$ cat src/rtl/ifq_pkg.sv
// Shared fetch-queue types: FSM states, queue entry layout, default widths and reset fetch address.
package ifq_pkg;

    localparam int unsigned IFQ_AW       = 12;
    localparam int unsigned IFQ_DW       = 32;
    localparam int unsigned IFQ_RESET_PC = 0;

    typedef enum logic [1:0] {
        S_BOOT,
        S_RUN,
        S_FULL
    } ifq_state_e;

    typedef struct packed {
        logic [IFQ_DW-1:0] instr;
        logic [IFQ_AW-1:0] pc;
    } ifq_entry_t;

    // Counter width able to hold 0..depth inclusive.
    function automatic int unsigned ifq_cw(input int unsigned depth);
        return $clog2(depth + 1);
    endfunction

endpackage

$ cat src/rtl/ifq_fifo.sv
// Synchronous FIFO with flush and occupancy; head visible the cycle after a push into an empty queue.
// No internal overflow guard: the producer only pushes when it holds a credit.
module ifq_fifo import ifq_pkg::*; #(
    parameter  int unsigned W     = 44,
    parameter  int unsigned DEPTH = 4,
    localparam int unsigned CW    = ifq_cw(DEPTH)
) (
    input  logic          clock,
    input  logic          reset,
    input  logic          flush_i,
    input  logic          push_i,
    input  logic [W-1:0]  push_dat_i,
    input  logic          pop_i,
    output logic [W-1:0]  head_dat_o,
    output logic          empty_o,
    output logic [CW-1:0] count_o
);

    localparam int unsigned PW = $clog2(DEPTH);

    logic [W-1:0]  mem_q [DEPTH];
    logic [PW-1:0] wr_ptr_q;
    logic [PW-1:0] rd_ptr_q;
    logic [CW-1:0] count_q;

    always_ff @(posedge clock) begin
        if (reset || flush_i) begin
            wr_ptr_q <= '0;
            rd_ptr_q <= '0;
            count_q  <= '0;
        end else begin
            if (push_i) wr_ptr_q <= wr_ptr_q + PW'(1);
            if (pop_i)  rd_ptr_q <= rd_ptr_q + PW'(1);
            count_q <= count_q + CW'(push_i) - CW'(pop_i);
        end
    end

    always_ff @(posedge clock) begin
        if (push_i) mem_q[wr_ptr_q] <= push_dat_i;
    end

    assign head_dat_o = mem_q[rd_ptr_q];
    assign empty_o    = (count_q == '0);
    assign count_o    = count_q;

endmodule

$ cat src/rtl/instr_fetch_queue.sv
// In-order instruction fetch with credit-limited imem requests and a decode queue; resp->decode 1 cycle.
// Requests stop when queue+in-flight fills DEPTH or MAX_OUT; `IFQ_PERF_CNT_EN adds stall_cycles.
module instr_fetch_queue import ifq_pkg::*; #(
    parameter int unsigned AW       = IFQ_AW,
    parameter int unsigned DW       = IFQ_DW,
    parameter int unsigned DEPTH    = 4,
    parameter int unsigned MAX_OUT  = 4,
    parameter int unsigned RESET_PC = IFQ_RESET_PC
) (
    input  logic          clock,
    input  logic          reset,
    input  logic          fetch_en,
    input  logic          redirect_valid,
    input  logic [AW-1:0] redirect_pc,
    output logic          imem_req_valid,
    input  logic          imem_req_ready,
    output logic [AW-1:0] imem_req_addr,
    input  logic          imem_resp_valid,
    input  logic [DW-1:0] imem_resp_data,
    output logic          dec_valid,
    input  logic          dec_ready,
    output logic [DW-1:0] dec_instr,
    output logic [AW-1:0] dec_pc
`ifdef IFQ_PERF_CNT_EN
    ,
    output logic [31:0]   stall_cycles
`endif
);

    localparam int unsigned   CW     = ifq_cw(DEPTH);
    localparam logic [AW-1:0] RST_PC = AW'(RESET_PC);

    typedef struct packed {
        logic [DW-1:0] instr;
        logic [AW-1:0] pc;
    } entry_t;

    ifq_state_e    state_q, state_d;
    logic [AW-1:0] fetch_pc_q, fetch_pc_d;
    logic [AW-1:0] resp_pc_q, resp_pc_d;
    logic [CW-1:0] out_q, out_d;
    logic [CW-1:0] discard_q, discard_d;

    logic          req_acc;
    logic          push;
    logic          pop;
    logic          fifo_empty;
    logic [CW-1:0] occ;
    logic [CW-1:0] occ_d;
    logic [CW:0]   total_d;
    logic          credit_full;
    entry_t        push_entry;
    entry_t        head_entry;

    // Redirect outranks everything: no accept, push or pop in that cycle.
    assign req_acc = imem_req_valid && imem_req_ready;
    assign push    = imem_resp_valid && !redirect_valid && (discard_q == '0);
    assign pop     = dec_valid && dec_ready && !redirect_valid;

    assign push_entry = '{instr: imem_resp_data, pc: resp_pc_q};

    ifq_fifo #(
        .W     ($bits(entry_t)),
        .DEPTH (DEPTH)
    ) u_fifo (
        .clock      (clock),
        .reset      (reset),
        .flush_i    (redirect_valid),
        .push_i     (push),
        .push_dat_i (push_entry),
        .pop_i      (pop),
        .head_dat_o (head_entry),
        .empty_o    (fifo_empty),
        .count_o    (occ)
    );

    always_comb begin
        fetch_pc_d = fetch_pc_q;
        resp_pc_d  = resp_pc_q;
        discard_d  = discard_q;
        out_d      = out_q;
        if (req_acc)         out_d = out_d + CW'(1);
        if (imem_resp_valid) out_d = out_d - CW'(1);
        if (redirect_valid) begin
            fetch_pc_d = redirect_pc;
            resp_pc_d  = redirect_pc;
            // Whatever is still in flight after this cycle belongs to the old path.
            discard_d  = out_q - CW'(imem_resp_valid);
        end else begin
            if (req_acc) fetch_pc_d = fetch_pc_q + AW'(1);
            if (imem_resp_valid) begin
                if (discard_q != '0) discard_d = discard_q - CW'(1);
                else                 resp_pc_d = resp_pc_q + AW'(1);
            end
        end
    end

    // Credit is judged on next-cycle totals so a request is never issued without a queue slot.
    always_comb begin
        occ_d       = redirect_valid ? '0 : (occ + CW'(push) - CW'(pop));
        total_d     = {1'b0, occ_d} + {1'b0, out_d};
        credit_full = (total_d >= (CW+1)'(DEPTH)) || (out_d >= CW'(MAX_OUT));
    end

    always_comb begin
        state_d        = state_q;
        imem_req_valid = (state_q == S_RUN) && fetch_en && !redirect_valid;
        case (state_q)
            S_BOOT:  state_d = S_RUN;
            S_RUN:   if (credit_full)  state_d = S_FULL;
            S_FULL:  if (!credit_full) state_d = S_RUN;
            default: state_d = S_BOOT;
        endcase
    end

    always_ff @(posedge clock) begin
        if (reset) begin
            state_q    <= S_BOOT;
            fetch_pc_q <= RST_PC;
            resp_pc_q  <= RST_PC;
            out_q      <= '0;
            discard_q  <= '0;
        end else begin
            state_q    <= state_d;
            fetch_pc_q <= fetch_pc_d;
            resp_pc_q  <= resp_pc_d;
            out_q      <= out_d;
            discard_q  <= discard_d;
        end
    end

    assign imem_req_addr = fetch_pc_q;
    assign dec_valid     = !fifo_empty;
    assign dec_instr     = dec_valid ? head_entry.instr : '0;
    assign dec_pc        = dec_valid ? head_entry.pc    : '0;

`ifdef IFQ_PERF_CNT_EN
    logic [31:0] stall_q;

    always_ff @(posedge clock) begin
        if (reset) begin
            stall_q <= '0;
        end else if (dec_ready && !dec_valid && (stall_q != 32'hFFFF_FFFF)) begin
            stall_q <= stall_q + 32'd1;
        end
    end

    assign stall_cycles = stall_q;
`endif

endmodule

$ cat config.mk
export PLATFORM = sky130hd
export DESIGN_NAME = instr_fetch_queue
export DESIGN_NICKNAME = d
export VERILOG_FILES = /design/src/rtl/ifq_pkg.sv /design/src/rtl/ifq_fifo.sv /design/src/rtl/instr_fetch_queue.sv
export SDC_FILE = /design/constraint.sdc
export NUM_CORES = 1
export LEC_CHECK = 0
export CAP_MARGIN = 20
export CORE_MARGIN = 2
export CORE_UTILIZATION = 45
export DETAILED_ROUTE_END_ITERATION = 12
export DONT_BUFFER_PORTS = 1
export PLACE_DENSITY_LB_ADDON = 0.3
export SYNTH_ARGS = -nofsm -noshare
export SYNTH_HDL_FRONTEND = slang
export SYNTH_SLANG_ARGS = --single-unit
$ cat constraint.sdc
create_clock -name clock -period 4.3 [get_ports clock]
set_input_delay 0.86 -clock clock [delete_from_list [all_inputs] [get_ports clock]]
set_output_delay 0.86 -clock clock [all_outputs]
set_load 0.03 [all_outputs]
==> run_summary.xml <==
<?xml version="1.0" encoding="UTF-8"?>
<metrics>
  <group name="synthesis">
    <metric name="synthesis.area" unit="um^2">8887</metric>
    <metric name="arithmetic_cell_share_of_the_synthesized_area_counting_full_adders_half_adders_and_majority_gates" unit="">0.02478</metric>
    <metric name="ys_warn_count" unit="">0</metric>
    <metric name="largest_family_of_logic_cells_by_synthesized_area" unit="">multiplexers</metric>
    <metric name="postSynth.asyncResetShare" unit="">0</metric>
    <metric name="synthDistinctLibCells" unit="">46</metric>
    <metric name="synthCells" unit="">546</metric>
    <metric name="synth-seq-cells" unit="">217</metric>
    <metric name="synth.area.mux_share" unit="">0.1161</metric>
    <metric name="synth-edff-count" unit="">176</metric>
    <metric name="synth-seq-area-share" unit="">0.6870</metric>
    <metric name="synth-xor-area-share" unit="">0.02562</metric>
    <metric name="synth.net_count" unit="">614</metric>
    <metric name="synth_top_flop_cell" unit="">sky130_fd_sc_hd__edfxtp_1</metric>
    <metric name="synth_area_per_cell" unit="um^2">16.28</metric>
    <metric name="synth_simple_gate_area_frac" unit="">0.08461</metric>
    <metric name="synth_compound_gate_area_share" unit="">0.04055</metric>
  </group>
  <group name="setup_path">
    <metric name="worstSetupStartpointType" unit="">flip-flop</metric>
    <metric name="critPathMaxFanout" unit="">29</metric>
    <metric name="critical_path_arrival" unit="ns">2.55</metric>
    <metric name="critical_path_required" unit="ns">3.44</metric>
    <metric name="worst-r2r-cell-count" unit="">13</metric>
    <metric name="timing.reg2reg.setup_slack" unit="ns">1.32</metric>
    <metric name="ordered_cell_list_for_the_critical_path" unit="">buf_4 -&gt; mux4_2 -&gt; nor2b_1</metric>
    <metric name="critPathCaptureType" unit="">output port</metric>
    <metric name="rr_endpoint" unit="">state_q[0]</metric>
    <metric name="r2r_start" unit="">u_fifo.count_o[1]</metric>
    <metric name="max_stage_delay" unit="ns">0.87</metric>
    <metric name="crit_path_top_delay_cell" unit="">sky130_fd_sc_hd__dfxtp_2</metric>
    <metric name="critPathKind" unit="">flip-flop to output port</metric>
  </group>
  <group name="timing">
    <metric name="timing.final.hold_violations" unit="">0</metric>
    <metric name="worst_hold_slack" unit="ns">0.4218</metric>
    <metric name="finalWorstPathRequiredPeriod" unit="ns">3.410</metric>
    <metric name="max_freq" unit="MHz">293.2</metric>
    <metric name="grt_setup_unrepaired" unit="">no</metric>
    <metric name="worst_pin_slew" unit="ns">0.9146</metric>
    <metric name="setup-violations-final" unit="">0</metric>
    <metric name="relSlewSlack" unit="">0.3903</metric>
    <metric name="maxSlewViolCount" unit="">0</metric>
    <metric name="finClkSkew" unit="ns">0.007562</metric>
    <metric name="setup_tns" unit="ns">0</metric>
    <metric name="period_share" unit="">0.7931</metric>
  </group>
  <group name="placed_design">
    <metric name="finalWeightedCongestion" unit="">0.8715</metric>
    <metric name="dp_hpwl" unit="um">10180</metric>
    <metric name="place.detailed.instances" unit="">792</metric>
    <metric name="placement.io_buffers" unit="">0</metric>
    <metric name="post_dp_cell_area" unit="um^2">9184</metric>
  </group>
  <group name="die">
    <metric name="dieArea" unit="um^2">20890</metric>
    <metric name="core-area" unit="um^2">19400</metric>
    <metric name="fp.dieH" unit="um">144.5</metric>
    <metric name="floorplan.die.width" unit="um">144.5</metric>
    <metric name="rows" unit="">51</metric>
    <metric name="num_io_pins" unit="">109</metric>
    <metric name="floorplan.initialDensity" unit="">0.4581</metric>
  </group>
  <group name="clock_tree">
    <metric name="cts_post_setup_buffers_inserted" unit="">0</metric>
    <metric name="clk-insertion-delay-late" unit="ns">0.51</metric>
    <metric name="h-tree-depth" unit="">1</metric>
    <metric name="clkSinkCount" unit="">217</metric>
    <metric name="post_cts.resized_instances" unit="">0</metric>
    <metric name="clock_tree_from_tritoncts" unit="">done</metric>
    <metric name="cts_max_path_buffers" unit="">3</metric>
    <metric name="clk_pin_slew" unit="ns">0.06</metric>
    <metric name="post_cts_hold_buffer_count" unit="">0</metric>
    <metric name="cts-root-buf" unit="">sky130_fd_sc_hd__clkbuf_16</metric>
    <metric name="cts_made_buffers" unit="">23</metric>
  </group>
  <group name="layout">
    <metric name="antenna_cells_inserted" unit="">0</metric>
    <metric name="layoutNonFillerInstCount" unit="">832</metric>
    <metric name="final_cell_area" unit="um^2">9844</metric>
    <metric name="finalNetCount" unit="">620</metric>
    <metric name="fillerInstances" unit="">1639</metric>
    <metric name="layout-drive-gt1-share" unit="">0.1587</metric>
    <metric name="layout-area-overhead-vs-synth" unit="%">10.77</metric>
  </group>
  <group name="grt">
    <metric name="number_of_antenna_violations_at_the_first_check_in_global_routing" unit="">0</metric>
    <metric name="grtUsageTotal" unit="">0.1649</metric>
    <metric name="global_route.usage.met2" unit="">0.2704</metric>
    <metric name="number_of_global_route_vias_before_repair" unit="">4846</metric>
    <metric name="globalRoute.totalOverflow" unit="">0</metric>
    <metric name="grt_busiest_layer" unit="">met2</metric>
    <metric name="use_met1" unit="">0.2185</metric>
    <metric name="grt_first_pass_wirelength" unit="um">26460</metric>
    <metric name="met3_usage" unit="">0.04901</metric>
    <metric name="grt_start_max_net_pins" unit="">46</metric>
  </group>
  <group name="power_and_ir_drop">
    <metric name="part_of_the_power_in_combinational_logic" unit="">0.071</metric>
    <metric name="leakage" unit="nW">3.119</metric>
    <metric name="switching_share" unit="">0.2288</metric>
    <metric name="share_seq_of_total_power" unit="">0.540</metric>
    <metric name="vdd_ir_drop_max" unit="V">0.0002806</metric>
    <metric name="total_power" unit="mW">4.490</metric>
    <metric name="power.density" unit="nW/um^2">456.1</metric>
    <metric name="net-switching-power" unit="mW">1.027</metric>
    <metric name="p_int" unit="mW">3.463</metric>
    <metric name="power_frac_clock" unit="">0.389</metric>
  </group>
  <group name="hold_path">
    <metric name="hp-class" unit="">input port to flip-flop</metric>
    <metric name="whs_path_cells" unit="">1</metric>
    <metric name="worst_hold_path.endpoint" unit="">imem_req_addr[11]</metric>
    <metric name="min_from" unit="">reset</metric>
  </group>
  <group name="drt">
    <metric name="route.antenna.remaining_nets" unit="">0</metric>
    <metric name="firstDrtPassIters" unit="">5</metric>
    <metric name="routedWlPerCell" unit="um">20.12</metric>
    <metric name="vias_per_cell" unit="">5.559</metric>
    <metric name="drt_wl_total" unit="um">16740</metric>
    <metric name="first_iter_violations" unit="">282</metric>
    <metric name="detail_route.drc_violations" unit="">0</metric>
    <metric name="detailroute.via_count" unit="">4625</metric>
  </group>
  <group name="run_status">
    <metric name="run_status" unit="">finished, final reports clean</metric>
  </group>
  <group name="job">
    <metric name="drv.max_cap_violation_count" unit="">0</metric>
  </group>
</metrics>
power groups by stage:
stage	combinational (mW)	clock, mW	sequential (mW)
2_1_floorplan	0.273	0	2.45
3_3_place_gp	0.311	0	2.46
3_5_place_dp	0.322	0	2.47
4_1_cts	0.323	1.80	2.42
5_1_grt	0.355	1.88	2.43
6_report	0.318	1.75	2.42
stage by stage:
step,setup WS (ns),utilization
floorplan,1.040,-
global placement,1.137,0.4734
detailed placement,0.9496,0.4734
CTS,0.8376,0.5075
global route,0.7573,0.5075
finish,0.8896,0.5075
kinds of logic after synthesis:
| family | Yosys count |
|---|---|
| AO/OA/AOI/OAI | 55 |
| adder cells (fa/ha/maj) | 17 |
| AND/OR/NAND/NOR | 134 |
| flip-flops | 217 |
| buffers and inverters | 49 |
| XOR/XNOR | 26 |
| multiplexers | 48 |
placed cells by master, fill, tap and decap left out, drive strengths merged, types with 6 or more instances in the layout:
cell type  instances
edfxtp           176
nor2b             45
mux4              44
dfxtp             41
clkbuf            28
inv               24
nor2              21
xnor2             20
nand2             19
a21oi             17
ha                16
nor3              14
clkinv            10
and3               8
a21boi             7
o21ai              7
buf                7
xor2               6
nand3              6
state kept, by name, indices dropped and copies added, names as in the netlist, named ones only:
signal / count
discard_q: 3
imem_req_addr: 12
out_q: 3
resp_pc_q: 12
state_q: 2
u_fifo.count_o: 3
u_fifo.mem_q: 176
u_fifo.rd_ptr_q: 2
u_fifo.wr_ptr_q: 2
critical path: cells and delay by family (launching register included):
| kind | cells | cell delay (ns) |
|---|---|---|
| simple gates | 1 | 0.50 |
| buf+inv | 1 | 0.40 |
| flops | 1 | 0.87 |
| mux | 1 | 0.25 |
how the worst max path moves through the flow:
stage	endpoint	slack [ns]	cells after the start
final	dec_instr[13]	0.89	3
after global routing	dec_pc[11]	0.76	2
after global placement	state_q[0]	1.14	12
after CTS	dec_instr[13]	0.84	3
after detailed placement	state_q[0]	0.95	12
after floorplan	state_q[0]	1.04	13
Yosys cell counts, drive strengths merged, types with 7 or more instances:
cell / n / area, um^2
edfxtp: 176 / 5285
nor2b: 45 / 281.5
mux4: 44 / 991.0
dfxtp: 41 / 820.8
inv: 23 / 86.33
nor2: 21 / 78.83
xnor2: 20 / 175.2
nand2: 19 / 71.32
clkbuf: 18 / 67.56
a21oi: 17 / 85.08
ha: 16 / 200.2
nor3: 14 / 70.07
and3: 8 / 50.05
buf: 8 / 35.03
a21boi: 7 / 52.55
o21ai: 7 / 35.03
per-layer routing:
| metal | share of wire | wire length [um] |
|---|---|---|
| met1 | 0.43 | 7263 |
| met5 | 0 | 0 |
| met2 | 0.47 | 7941 |
| met4 | 0.015 | 256 |
| met3 | 0.076 | 1279 |
cell type report:
cell class,instances,area (um^2),area share
Sequential cell,217,6111,0.6207
Multi-Input combinational cell,280,2603,0.2644
Clock buffer,28,594.3,0.06037
Tap cell,265,331.6,0.03368
Inverter,23,86.33,0.008770
Clock inverter,12,66.31,0.006736
Timing Repair Buffer,7,52.55,0.005338
Power figures use the tool's default switching activity.
